==> config.mk <==
export PLATFORM = sky130hd
export DESIGN_NAME = fwd_hazard_ctrl
export DESIGN_NICKNAME = d
export VERILOG_FILES = /design/src/rtl/fwd_hazard_ctrl.sv
export SDC_FILE = /design/constraint.sdc
export NUM_CORES = 1
export LEC_CHECK = 0
export ABC_CLOCK_PERIOD_IN_PS = 1400
export CAP_MARGIN = 20
export CELL_PAD_IN_SITES_DETAIL_PLACEMENT = 0
export CELL_PAD_IN_SITES_GLOBAL_PLACEMENT = 1
export CORE_AREA = 2 2 72 74
export DETAILED_ROUTE_END_ITERATION = 7
export DIE_AREA = 0 0 74 76
export GPL_TIMING_DRIVEN = 0
export HOLD_SLACK_MARGIN = 0.03
export PLACE_DENSITY = 0.64
export SLEW_MARGIN = 20
export SYNTH_ARGS = -nofsm -noshare
export SYNTH_HDL_FRONTEND = slang
export SYNTH_SLANG_ARGS = --single-unit
==> constraint.sdc <==
create_clock -name clk -period 1.4 [get_ports clk]
set_input_delay 0.21 -clock clk [delete_from_list [all_inputs] [get_ports clk]]
set_output_delay 0.21 -clock clk [all_outputs]
set_load 0.01 [all_outputs]
==> src/rtl/fwd_hazard_ctrl.sv <==
// fwd_hazard_ctrl: operand-forwarding and load-use hazard control for the
// 5-stage RISC-V core. It keeps a shadow copy of destination-register info
// for EX, MEM and WB and drives the EX operand-mux selectors. It also drives
// the one-cycle load-use stall and the EX bubble indicator.
//
// Optional build macro STALL_CNT_EN adds a saturating stall-cycle counter
// output (stall_cnt). Without it the port and counter do not exist.
module fwd_hazard_ctrl #(
  parameter int REG_W = 5,
  parameter int CNT_W = 16
) (
  input  logic             clk,
  input  logic             rst,
  input  logic             id_valid,
  input  logic [REG_W-1:0] id_rs1,
  input  logic [REG_W-1:0] id_rs2,
  input  logic             id_use_rs1,
  input  logic             id_use_rs2,
  input  logic [REG_W-1:0] id_rd,
  input  logic             id_reg_write,
  input  logic             id_mem_read,
  input  logic             flush,
  output logic [1:0]       fwd_a_sel,
  output logic [1:0]       fwd_b_sel,
  output logic             stall,
  output logic             ex_bubble
`ifdef STALL_CNT_EN
  ,
  output logic [CNT_W-1:0] stall_cnt
`endif
);

  localparam logic [1:0] SEL_RF  = 2'd0;
  localparam logic [1:0] SEL_MEM = 2'd1;
  localparam logic [1:0] SEL_WB  = 2'd2;

  // A stage produces a forwardable value only for a real, writing,
  // non-x0 instruction.
  function automatic logic writes_rd(input logic             vld,
                                     input logic             we,
                                     input logic [REG_W-1:0] rd);
    return vld & we & (rd != '0);
  endfunction

  // Newest producer wins: MEM before WB, else the register file.
  function automatic logic [1:0] pick_src(input logic             ex_vld,
                                          input logic [REG_W-1:0] rs,
                                          input logic             mem_wr,
                                          input logic [REG_W-1:0] mem_rd,
                                          input logic             wb_wr,
                                          input logic [REG_W-1:0] wb_rd);
    logic [1:0] sel;
    sel = SEL_RF;
    if (ex_vld) begin
      if (mem_wr && (mem_rd == rs))
        sel = SEL_MEM;
      else if (wb_wr && (wb_rd == rs))
        sel = SEL_WB;
    end
    return sel;
  endfunction

  // EX record keeps the load flag for load-use detection. The load flag is
  // not carried past EX because nothing downstream of EX reads it.
  logic             ex_valid_q,  ex_valid_d;
  logic [REG_W-1:0] ex_rs1_q,    ex_rs1_d;
  logic [REG_W-1:0] ex_rs2_q,    ex_rs2_d;
  logic [REG_W-1:0] ex_rd_q,     ex_rd_d;
  logic             ex_we_q,     ex_we_d;
  logic             ex_ld_q,     ex_ld_d;

  logic             mem_valid_q, mem_valid_d;
  logic [REG_W-1:0] mem_rd_q,    mem_rd_d;
  logic             mem_we_q,    mem_we_d;

  logic             wb_valid_q,  wb_valid_d;
  logic [REG_W-1:0] wb_rd_q,     wb_rd_d;
  logic             wb_we_q,     wb_we_d;

  logic             mem_wr;
  logic             wb_wr;
  logic             load_use;

  // Forwarding selectors and load-use stall, purely from the stage records
  // and the decode fields.
  always_comb begin
    mem_wr    = writes_rd(mem_valid_q, mem_we_q, mem_rd_q);
    wb_wr     = writes_rd(wb_valid_q,  wb_we_q,  wb_rd_q);
    fwd_a_sel = pick_src(ex_valid_q, ex_rs1_q, mem_wr, mem_rd_q, wb_wr, wb_rd_q);
    fwd_b_sel = pick_src(ex_valid_q, ex_rs2_q, mem_wr, mem_rd_q, wb_wr, wb_rd_q);
    load_use  = id_valid & ex_valid_q & ex_ld_q & (ex_rd_q != '0) &
                ((id_use_rs1 & (id_rs1 == ex_rd_q)) |
                 (id_use_rs2 & (id_rs2 == ex_rd_q)));
    // A taken branch kills the decode instruction, so there is nothing to hold.
    stall     = load_use & ~flush;
    ex_bubble = ~ex_valid_q;
  end

  // Next-state for the shadow pipeline: MEM/WB always advance; EX accepts
  // decode only when it is real, not stalled and not flushed.
  always_comb begin
    mem_valid_d = ex_valid_q;
    mem_rd_d    = ex_rd_q;
    mem_we_d    = ex_we_q;
    wb_valid_d  = mem_valid_q;
    wb_rd_d     = mem_rd_q;
    wb_we_d     = mem_we_q;
    ex_valid_d  = 1'b0;
    ex_rs1_d    = '0;
    ex_rs2_d    = '0;
    ex_rd_d     = '0;
    ex_we_d     = 1'b0;
    ex_ld_d     = 1'b0;
    if (id_valid && !stall && !flush) begin
      ex_valid_d = 1'b1;
      ex_rs1_d   = id_rs1;
      ex_rs2_d   = id_rs2;
      ex_rd_d    = id_rd;
      ex_we_d    = id_reg_write;
      ex_ld_d    = id_mem_read;
    end
  end

  // Stage record registers; reset discards every in-flight record.
  always_ff @(posedge clk) begin
    if (rst) begin
      ex_valid_q  <= 1'b0;
      ex_rs1_q    <= '0;
      ex_rs2_q    <= '0;
      ex_rd_q     <= '0;
      ex_we_q     <= 1'b0;
      ex_ld_q     <= 1'b0;
      mem_valid_q <= 1'b0;
      mem_rd_q    <= '0;
      mem_we_q    <= 1'b0;
      wb_valid_q  <= 1'b0;
      wb_rd_q     <= '0;
      wb_we_q     <= 1'b0;
    end else begin
      ex_valid_q  <= ex_valid_d;
      ex_rs1_q    <= ex_rs1_d;
      ex_rs2_q    <= ex_rs2_d;
      ex_rd_q     <= ex_rd_d;
      ex_we_q     <= ex_we_d;
      ex_ld_q     <= ex_ld_d;
      mem_valid_q <= mem_valid_d;
      mem_rd_q    <= mem_rd_d;
      mem_we_q    <= mem_we_d;
      wb_valid_q  <= wb_valid_d;
      wb_rd_q     <= wb_rd_d;
      wb_we_q     <= wb_we_d;
    end
  end

`ifdef STALL_CNT_EN
  logic [CNT_W-1:0] stall_cnt_q, stall_cnt_d;

  // Saturating count of stalled cycles.
  always_comb begin
    stall_cnt_d = stall_cnt_q;
    if (stall && (stall_cnt_q != '1))
      stall_cnt_d = stall_cnt_q + 1'b1;
  end

  // Counter register.
  always_ff @(posedge clk) begin
    if (rst)
      stall_cnt_q <= '0;
    else
      stall_cnt_q <= stall_cnt_d;
  end

  assign stall_cnt = stall_cnt_q;
`endif

endmodule
==> Implementation_results.wiki, run 1 <==
{| class="wikitable"
! Metric !! Value
|-
| Power per cell area || 951 mW/mm^2
|-
| Count of cell types in the netlist || 23
|-
| FF+latch area || 667 sq um
|-
| Maximum number of pins on one net before global-route repair || 11
|-
| Average cell area after synthesis || 9.64 sq um
|-
| Count of max-cap constraint violations || 0
|-
| Stage delay of the slowest cell on the critical path || 0.45 ns
|-
| Number of fillers in the final layout || 485
|-
| Worst hold margin || 0.349 ns
|-
| Final critical-path required period || 1.97 ns
|-
| Worst-case vdd ir drop || 0.000433 V
|-
| CTS tree || built
|-
| Per-cell via count in the routed design || 4.22
|-
| Die X-Extent || 74 um
|-
| Full die area || 0.00562 sq mm
|-
| Synthesized netlist net count || 167
|-
| Family with the most delay on the worst path || simple AND/OR/NAND/NOR gates
|-
| CP most frequent cell || or4_4
|-
| Worst clock skew || 0.0100 ns
|-
| DP Worst Slack || -1.12 ns
|-
| List of cells traversed by the critical path || or4_4 -> o2111ai_4 -> or4_4 -> nor4_4 -> buf_2
|-
| Worst slew margin relative to its limit || 0.730
|-
| Gp weighted congestion || 0.751
|-
| Setup TNS || -2.71 ns
|-
| Startpoint types || register
|-
| Maximum level of the CTS H-tree || 2
|-
| Overall power of the completed layout || 2.00 mW
|-
| CTS hold repair buffers || 0
|-
| R2R Setup Slk || 0.05 ns
|-
| Ratio of cells with drive above 1 in the final layout || 0.319
|-
| Worst path bufs/invs || 1
|-
| Multi-input combinational cell area || 817 sq um
|-
| Least setup slack across all paths after layout || -0.571 ns
|-
| Crit path required time || 1.19 ns
|-
| Fmax || 0.507 GHz
|-
| Start point of the worst hold path || id_rs2[4]
|-
| Number of cells traversed by the worst register-to-register path || 6
|-
| CTS Root Cell || clkbuf_8
|-
| Num Clock Sinks || 32
|-
| Count of final hold-check violations || 0
|-
| Leakage power summed over all cells || 0.868 nW
|-
| Number of standard-cell rows in the floorplan || 26
|-
| Wirelength per Cell || 12.3 um
|-
| Area of the core || 0.00491 sq mm
|-
| Starting density of the core || 0.283
|-
| Worst-Margin Slew || 0.405 ns
|-
| Path type of the worst min-delay path || in2reg
|-
| Violated checks || negative setup slack
|-
| Cell area after placement || 0.00182 sq mm
|-
| Slowest cell on the critical path || or4_4
|-
| I/O pin total || 29
|-
| Category of the critical setup timing path || reg2out
|-
| # DRC || 0
|-
| Global Route Usage Sum || 0.124
|-
| Number of iterations in the first detailed-routing pass || 4
|-
| Layout Cell Area excl Fill || 0.00210 sq mm
|-
| Non-filler cells in the finished layout || 258
|-
| Total Wirelength || 3180 um
|-
| Fraction of the cycle the final worst path needs || 1.41
|-
| Register area share after synthesis || 0.461
|-
| DR vias || 1,090
|-
| 1st-iter DRT viols || 32
|-
| CTS Buf Count || 5
|-
| Count of final max-slew check failures || 0
|-
| Final nets || 210
|-
| Setup repair after global routing missed its margin || yes
|-
| Biggest fanout along the worst timing path || 3
|-
| Number of cells in the design after placement || 242
|-
| Arrival time reported for the critical path endpoint || 1.76 ns
|-
| Post-synthesis instance area || 0.00139 sq mm
|-
| Antenna diodes || 0
|-
| Initial antenna violation count || 0
|-
| Vertical extent of the die || 76 um
|-
| Clk Latency, worst-skew pair || 0.28 ns
|-
| Synth Register Bits || 32
|-
| Area growth from synthesis to layout || 51.4%
|-
| Yosys synthesis warning count || 0
|-
| Quantity of I/O buffers inserted on ports || 28
|-
| Number of global-route vias before repair || 1,182
|-
| Number of stages on the worst hold path || 3
|-
| Count of antenna-violating nets left after detailed routing || 0
|-
| Wire length of the first global-routing pass || 5350 um
|-
| Setup violation total in the final timing report || 5
|-
| Overall overflow remaining after global route || 0
|-
| Worst flop-to-flop path startpoint || ex_rd_q[2]
|-
| Maximum buffer depth of the clock tree || 2
|-
| CP Capture Type || output pin
|-
| Count of mapped cells out of synthesis || 144
|-
| Detailed placement HPWL || 2400 um
|-
| Capture instance of the worst register-to-register path || ex_rs1_q[0]
|-
| Clock transition at the registers of the reported paths || 0.07 ns
|-
| Core Util, Final || 0.428
|-
| Run status || finished, violations left
|-
| Hold endpoint || ex_rs2_q[4]
|}
-- area by class of cell --
cell class	count	area share
multi-input combinational	89	0.388
sequential	32	0.317
timing repair buffer	37	0.153
tap	70	0.0416
clock buffer	6	0.0345
inverter	18	0.0321
clock inverter	2	0.0167
buffer	4	0.0161
-- sequential cells by signal, summed over array words and instances (netlist names) --
signal / count
ex_ld_q: 1
ex_rs2_q: 5
ex_we_q: 1
wb_we_q: 1
wb_valid_q: 1
ex_rs1_q: 5
mem_we_q: 1
ex_valid_q: 1
mem_rd_q: 5
ex_rd_q: 5
mem_valid_q: 1
wb_rd_q: 5
-- power by group --
part           switching (mW)  internal (mW)  leakage (nW)  total (mW)
clock                   0.318          0.527        0.0552       0.845
sequential             0.0239          0.928         0.268       0.951
combinational          0.0863          0.117         0.545       0.204
-- tightest hold or removal path, stage by stage --
cell and delay [ns]:
dlygate4sd2_1 0.27, inv_1 0.06, a211oi_1 0.04
-- synthesized netlist by cell type, drive strengths merged --
library cell / count / area, sq um
buf: 1 / 5.00
or4: 3 / 22.5
nor2: 2 / 7.51
o22ai: 1 / 12.5
nor2b: 14 / 87.6
clkbuf: 4 / 15.0
a211oi: 17 / 128
nand2: 2 / 7.51
nand3: 4 / 20.0
o211ai: 1 / 12.5
xor2: 12 / 105
nand2b: 1 / 6.26
nor3: 3 / 15.0
inv: 18 / 67.6
nor4: 3 / 25.0
dfxtp: 32 / 641
xnor2: 18 / 158
and2: 3 / 18.8
nand4: 2 / 12.5
o2111ai: 1 / 8.76
a21oi: 2 / 13.8
-- cells by family after synthesis --
logic type | after synthesis | synth area share
and+or+nand+nor | 37 | 0.160
DFF | 32 | 0.461
xor gates and xnor gates | 30 | 0.189
buffers and inverters | 23 | 0.0631
AOI/OAI and AO/OA | 22 | 0.126
-- how the worst max path moves through the flow --
stage	startpoint	endpoint	slack (ns)	depth (start not counted)
after CTS	wb_rd_q[3]	fwd_b_sel[1]	-0.60	5
after global routing	wb_rd_q[4]	fwd_b_sel[1]	-0.67	5
after detailed placement	id_valid	stall	-1.12	7
final	wb_rd_q[4]	fwd_b_sel[1]	-0.57	5
after global placement	id_valid	stall	-1.13	7
after floorplan	mem_rd_q[4]	fwd_b_sel[1]	-0.14	4
-- layout by cell type, fill, tap and decap left out, types with 2 or more instances in the layout --
master / instances
nand3_1: 4
xnor2_2: 3
xnor2_1: 15
dlygate4sd2_1: 5
nor2_1: 2
clkdlybuf4s50_1: 18
a211oi_1: 14
nor2b_1: 13
clkbuf_1: 2
buf_4: 9
or4_4: 3
clkbuf_8: 6
a211oi_2: 3
nand2_1: 2
dfxtp_4: 3
xor2_1: 12
nor4_4: 3
dfxtp_2: 12
buf_2: 4
and2_1: 2
nand4_1: 2
inv_1: 18
dfxtp_1: 17
nor3_2: 2
-- repair_timing --
item	CTS	global route
cloned	0	0
pin swaps	6	3
endpoints found under the setup margin	16	12
resized for setup	42	12
buffers inserted	4	5
endpoints found under the hold margin	0	0
-- metal layers --
layer	vias up	GRT usage	wire, um
met4	0	0.0455	59
met3	8	0.0397	122
met2	26	0.206	1610
li1	566	-	-
met1	490	0.146	1380
met5	-	0	0
Power figures use the tool's default switching activity.
==> run 2, diff against run 1 <==
GPL_ROUTABILITY_DRIVEN = 0   (was default)
REMOVE_ABC_BUFFERS = 1   (was default)
==> run 2 against run 1 <==
The run still ends with negative setup slack left. First-iteration DRC count is 25% lower. Routed wire length is 2.5% lower. Clock skew decreased by 0.0026 ns. Die area unchanged. Sequential power is 0.5% lower. Critical path type unchanged. Highest routed layer unchanged.
==> Implementation_results.wiki, run 2 (same netlist as run 1, synthesis figures left out) <==
{| class="wikitable"
! Metric !! Value
|-
| Worst-Margin Slew || 0.558 ns (was 0.405 ns)
|-
| Worst hold margin || 0.226 ns (was 0.349 ns)
|-
| Stage delay of the slowest cell on the critical path || 0.52 ns (was 0.45 ns)
|-
| Detailed placement HPWL || 2180 um (was 2400 um)
|-
| Final critical-path required period || 1.99 ns (was 1.97 ns)
|-
| Worst path bufs/invs || 2 (was 1)
|-
| Wirelength per Cell || 12.3 um (about the same)
|-
| Non-filler cells in the finished layout || 252 (was 258)
|-
| Clock transition at the registers of the reported paths || 0.06 ns (was 0.07 ns)
|-
| Antenna diodes || 0 (unchanged)
|-
| Most frequent cells in the layout || 19 x dfxtp_1, 18 x inv_1, 17 x a211oi_1 (was 18 x inv_1, 18 x clkdlybuf4s50_1, 17 x dfxtp_1)
|-
| Num Clock Sinks || 32 (unchanged)
|-
| Number of cells in the design after placement || 237 (was 242)
|-
| Least setup slack across all paths after layout || -0.591 ns (was -0.571 ns)
|-
| Number of iterations in the first detailed-routing pass || 4 (unchanged)
|-
| Run status || finished, violations left (unchanged)
|-
| Count of final hold-check violations || 0 (unchanged)
|-
| Power per cell area || 944 mW/mm^2 (was 951 mW/mm^2)
|-
| Maximum buffer depth of the clock tree || 2 (unchanged)
|-
| List of cells traversed by the critical path || or4_4 -> o211ai_4 -> buf_6 -> nor4_2 -> nor3_1 -> buf_2 (was or4_4 -> o2111ai_4 -> or4_4 -> nor4_4 -> buf_2)
|-
| Full die area || 0.00562 sq mm (unchanged)
|-
| Clk Latency, worst-skew pair || 0.28 ns (about the same)
|-
| DP Worst Slack || -1.25 ns (was -1.12 ns)
|-
| Area of the core || 0.00491 sq mm (unchanged)
|-
| Setup violation total in the final timing report || 5 (unchanged)
|-
| Slowest cell on the critical path || or4_4 (unchanged)
|-
| I/O pin total || 29 (unchanged)
|-
| Path type of the worst min-delay path || in2reg (unchanged)
|-
| Total Wirelength || 3100 um (was 3180 um)
|-
| CTS hold repair buffers || 0 (unchanged)
|-
| Die X-Extent || 74 um (unchanged)
|-
| Fraction of the cycle the final worst path needs || 1.42 (was 1.41)
|-
| # DRC || 0 (unchanged)
|-
| Initial antenna violation count || 0 (unchanged)
|-
| Maximum level of the CTS H-tree || 2 (unchanged)
|-
| Overall overflow remaining after global route || 0 (unchanged)
|-
| 1st-iter DRT viols || 24 (was 32)
|-
| Startpoint types || register (unchanged)
|-
| Start point of the worst hold path || id_rs1[0] (was id_rs2[4])
|-
| Quantity of I/O buffers inserted on ports || 28 (unchanged)
|-
| Arrival time reported for the critical path endpoint || 1.78 ns (was 1.76 ns)
|-
| Category of the critical setup timing path || reg2out (unchanged)
|-
| Maximum number of pins on one net before global-route repair || 19 (was 11)
|-
| Overall power of the completed layout || 1.89 mW (was 2.00 mW)
|-
| Wire length of the first global-routing pass || 5170 um (was 5350 um)
|-
| Vertical extent of the die || 76 um (unchanged)
|-
| CTS tree || built (unchanged)
|-
| Ratio of cells with drive above 1 in the final layout || 0.269 (was 0.319)
|-
| Setup repair after global routing missed its margin || yes (unchanged)
|-
| Starting density of the core || 0.283 (unchanged)
|-
| Count of final max-slew check failures || 0 (unchanged)
|-
| Family with the most delay on the worst path || simple AND/OR/NAND/NOR gates (unchanged)
|-
| Worst clock skew || 0.00744 ns (was 0.0100 ns)
|-
| Global Route Usage Sum || 0.120 (was 0.124)
|-
| Worst flop-to-flop path startpoint || ex_rd_q[2] (unchanged)
|-
| Setup TNS || -2.43 ns (was -2.71 ns)
|-
| Number of global-route vias before repair || 1,079 (was 1,182)
|-
| Critical path launch point || mem_rd_q[2] (was wb_rd_q[4])
|-
| Count of max-cap constraint violations || 0 (unchanged)
|-
| Count of antenna-violating nets left after detailed routing || 0 (unchanged)
|-
| Area growth from synthesis to layout || 44.6% (was 51.4%)
|-
| Final nets || 205 (was 210)
|-
| Violated checks || negative setup slack (unchanged)
|-
| Fmax || 0.502 GHz (was 0.507 GHz)
|-
| Per-cell via count in the routed design || 4.26 (was 4.22)
|-
| Leakage power summed over all cells || 0.853 nW (was 0.868 nW)
|-
| CTS Buf Count || 5 (unchanged)
|-
| Worst slew margin relative to its limit || 0.627 (was 0.730)
|-
| Worst-case vdd ir drop || 0.000469 V (was 0.000433 V)
|-
| Most frequent standard cell in the layout excluding fill and tap cells || dfxtp_1
|-
| Crit path required time || 1.19 ns (about the same)
|-
| Number of standard-cell rows in the floorplan || 26 (unchanged)
|-
| CTS Root Cell || clkbuf_8 (unchanged)
|-
| DR vias || 1,073 (was 1,090)
|-
| CP Capture Type || output pin (unchanged)
|-
| Biggest fanout along the worst timing path || 2 (was 3)
|}
-- run 2: cell types whose count changed in the layout (fill, tap and decap cells not counted), sizes merged --
cell	before	now
bufinv	1	0
clkdlybuf4s15	1	0
dlymetal6s2s	0	2
clkbuf	9	7
clkinv	1	0
clkdlybuf4s50	18	16
buf	14	13
-- run 2: cell type report --
type	instances	area (sq um)
fillers	487	2900
multi-input cells	89	756
flip-flops and latches	32	669
repair buffers	36	332
clock buffers	7	96.3
well taps	70	87.6
inverters	18	67.6
-- run 2: per-layer routing --
| layer | GRT usage | share of wire | vias to the layer above |
|---|---|---|---|
| met1 | 0.147 | 0.44 | 481 |
| li1 | - | - | 559 |
| met5 | 0 | 0 | - |
| met3 | 0.0397 | 0.046 | 5 |
| met2 | 0.197 | 0.50 | 28 |
| met4 | 0.0382 | 0.013 | 0 |
-- run 2: through the flow --
stage / util / area [sq um]
detailed placement: 0.354 / 1740
global placement: 0.354 / 1740
floorplan: - / 1370
finish: 0.409 / 2010
CTS: 0.397 / 1950
global route: 0.409 / 2010
-- run 2: path summary, 6_finish.rpt --
kind	endpoint	slack (ns)	depth (start not counted)
worst max-delay path	fwd_a_sel[1]	-0.59	6
worst min-delay path	ex_rs1_q[0]	0.23	3
worst max register to register	ex_rs2_q[3]	0.08	5
worst min register to register	mem_we_q	0.44	1
-- run 2: where the power goes --
| group | total [mW] | internal, mW | switching (mW) |
|---|---|---|---|
| Combinational | 0.188 | 0.111 | 0.0770 |
| Clock | 0.760 | 0.437 | 0.323 |
| Sequential | 0.946 | 0.924 | 0.0218 |
| Total | 1.89 | 1.47 | 0.422 |
-- run 2: tightest hold or removal path, delay by kind of cell --
kind	cells	cell delay [ns]
buf+inv	2	0.21
compound gates	1	0.04
-- run 2: what timing repair did --
item                                    in CTS  in global routing
setup buffers                                8                  1
resized for setup                           49                 18
hold endpoints to repair                     0                  0
endpoints found under the setup margin      24                 23
pin swaps                                   10                  8
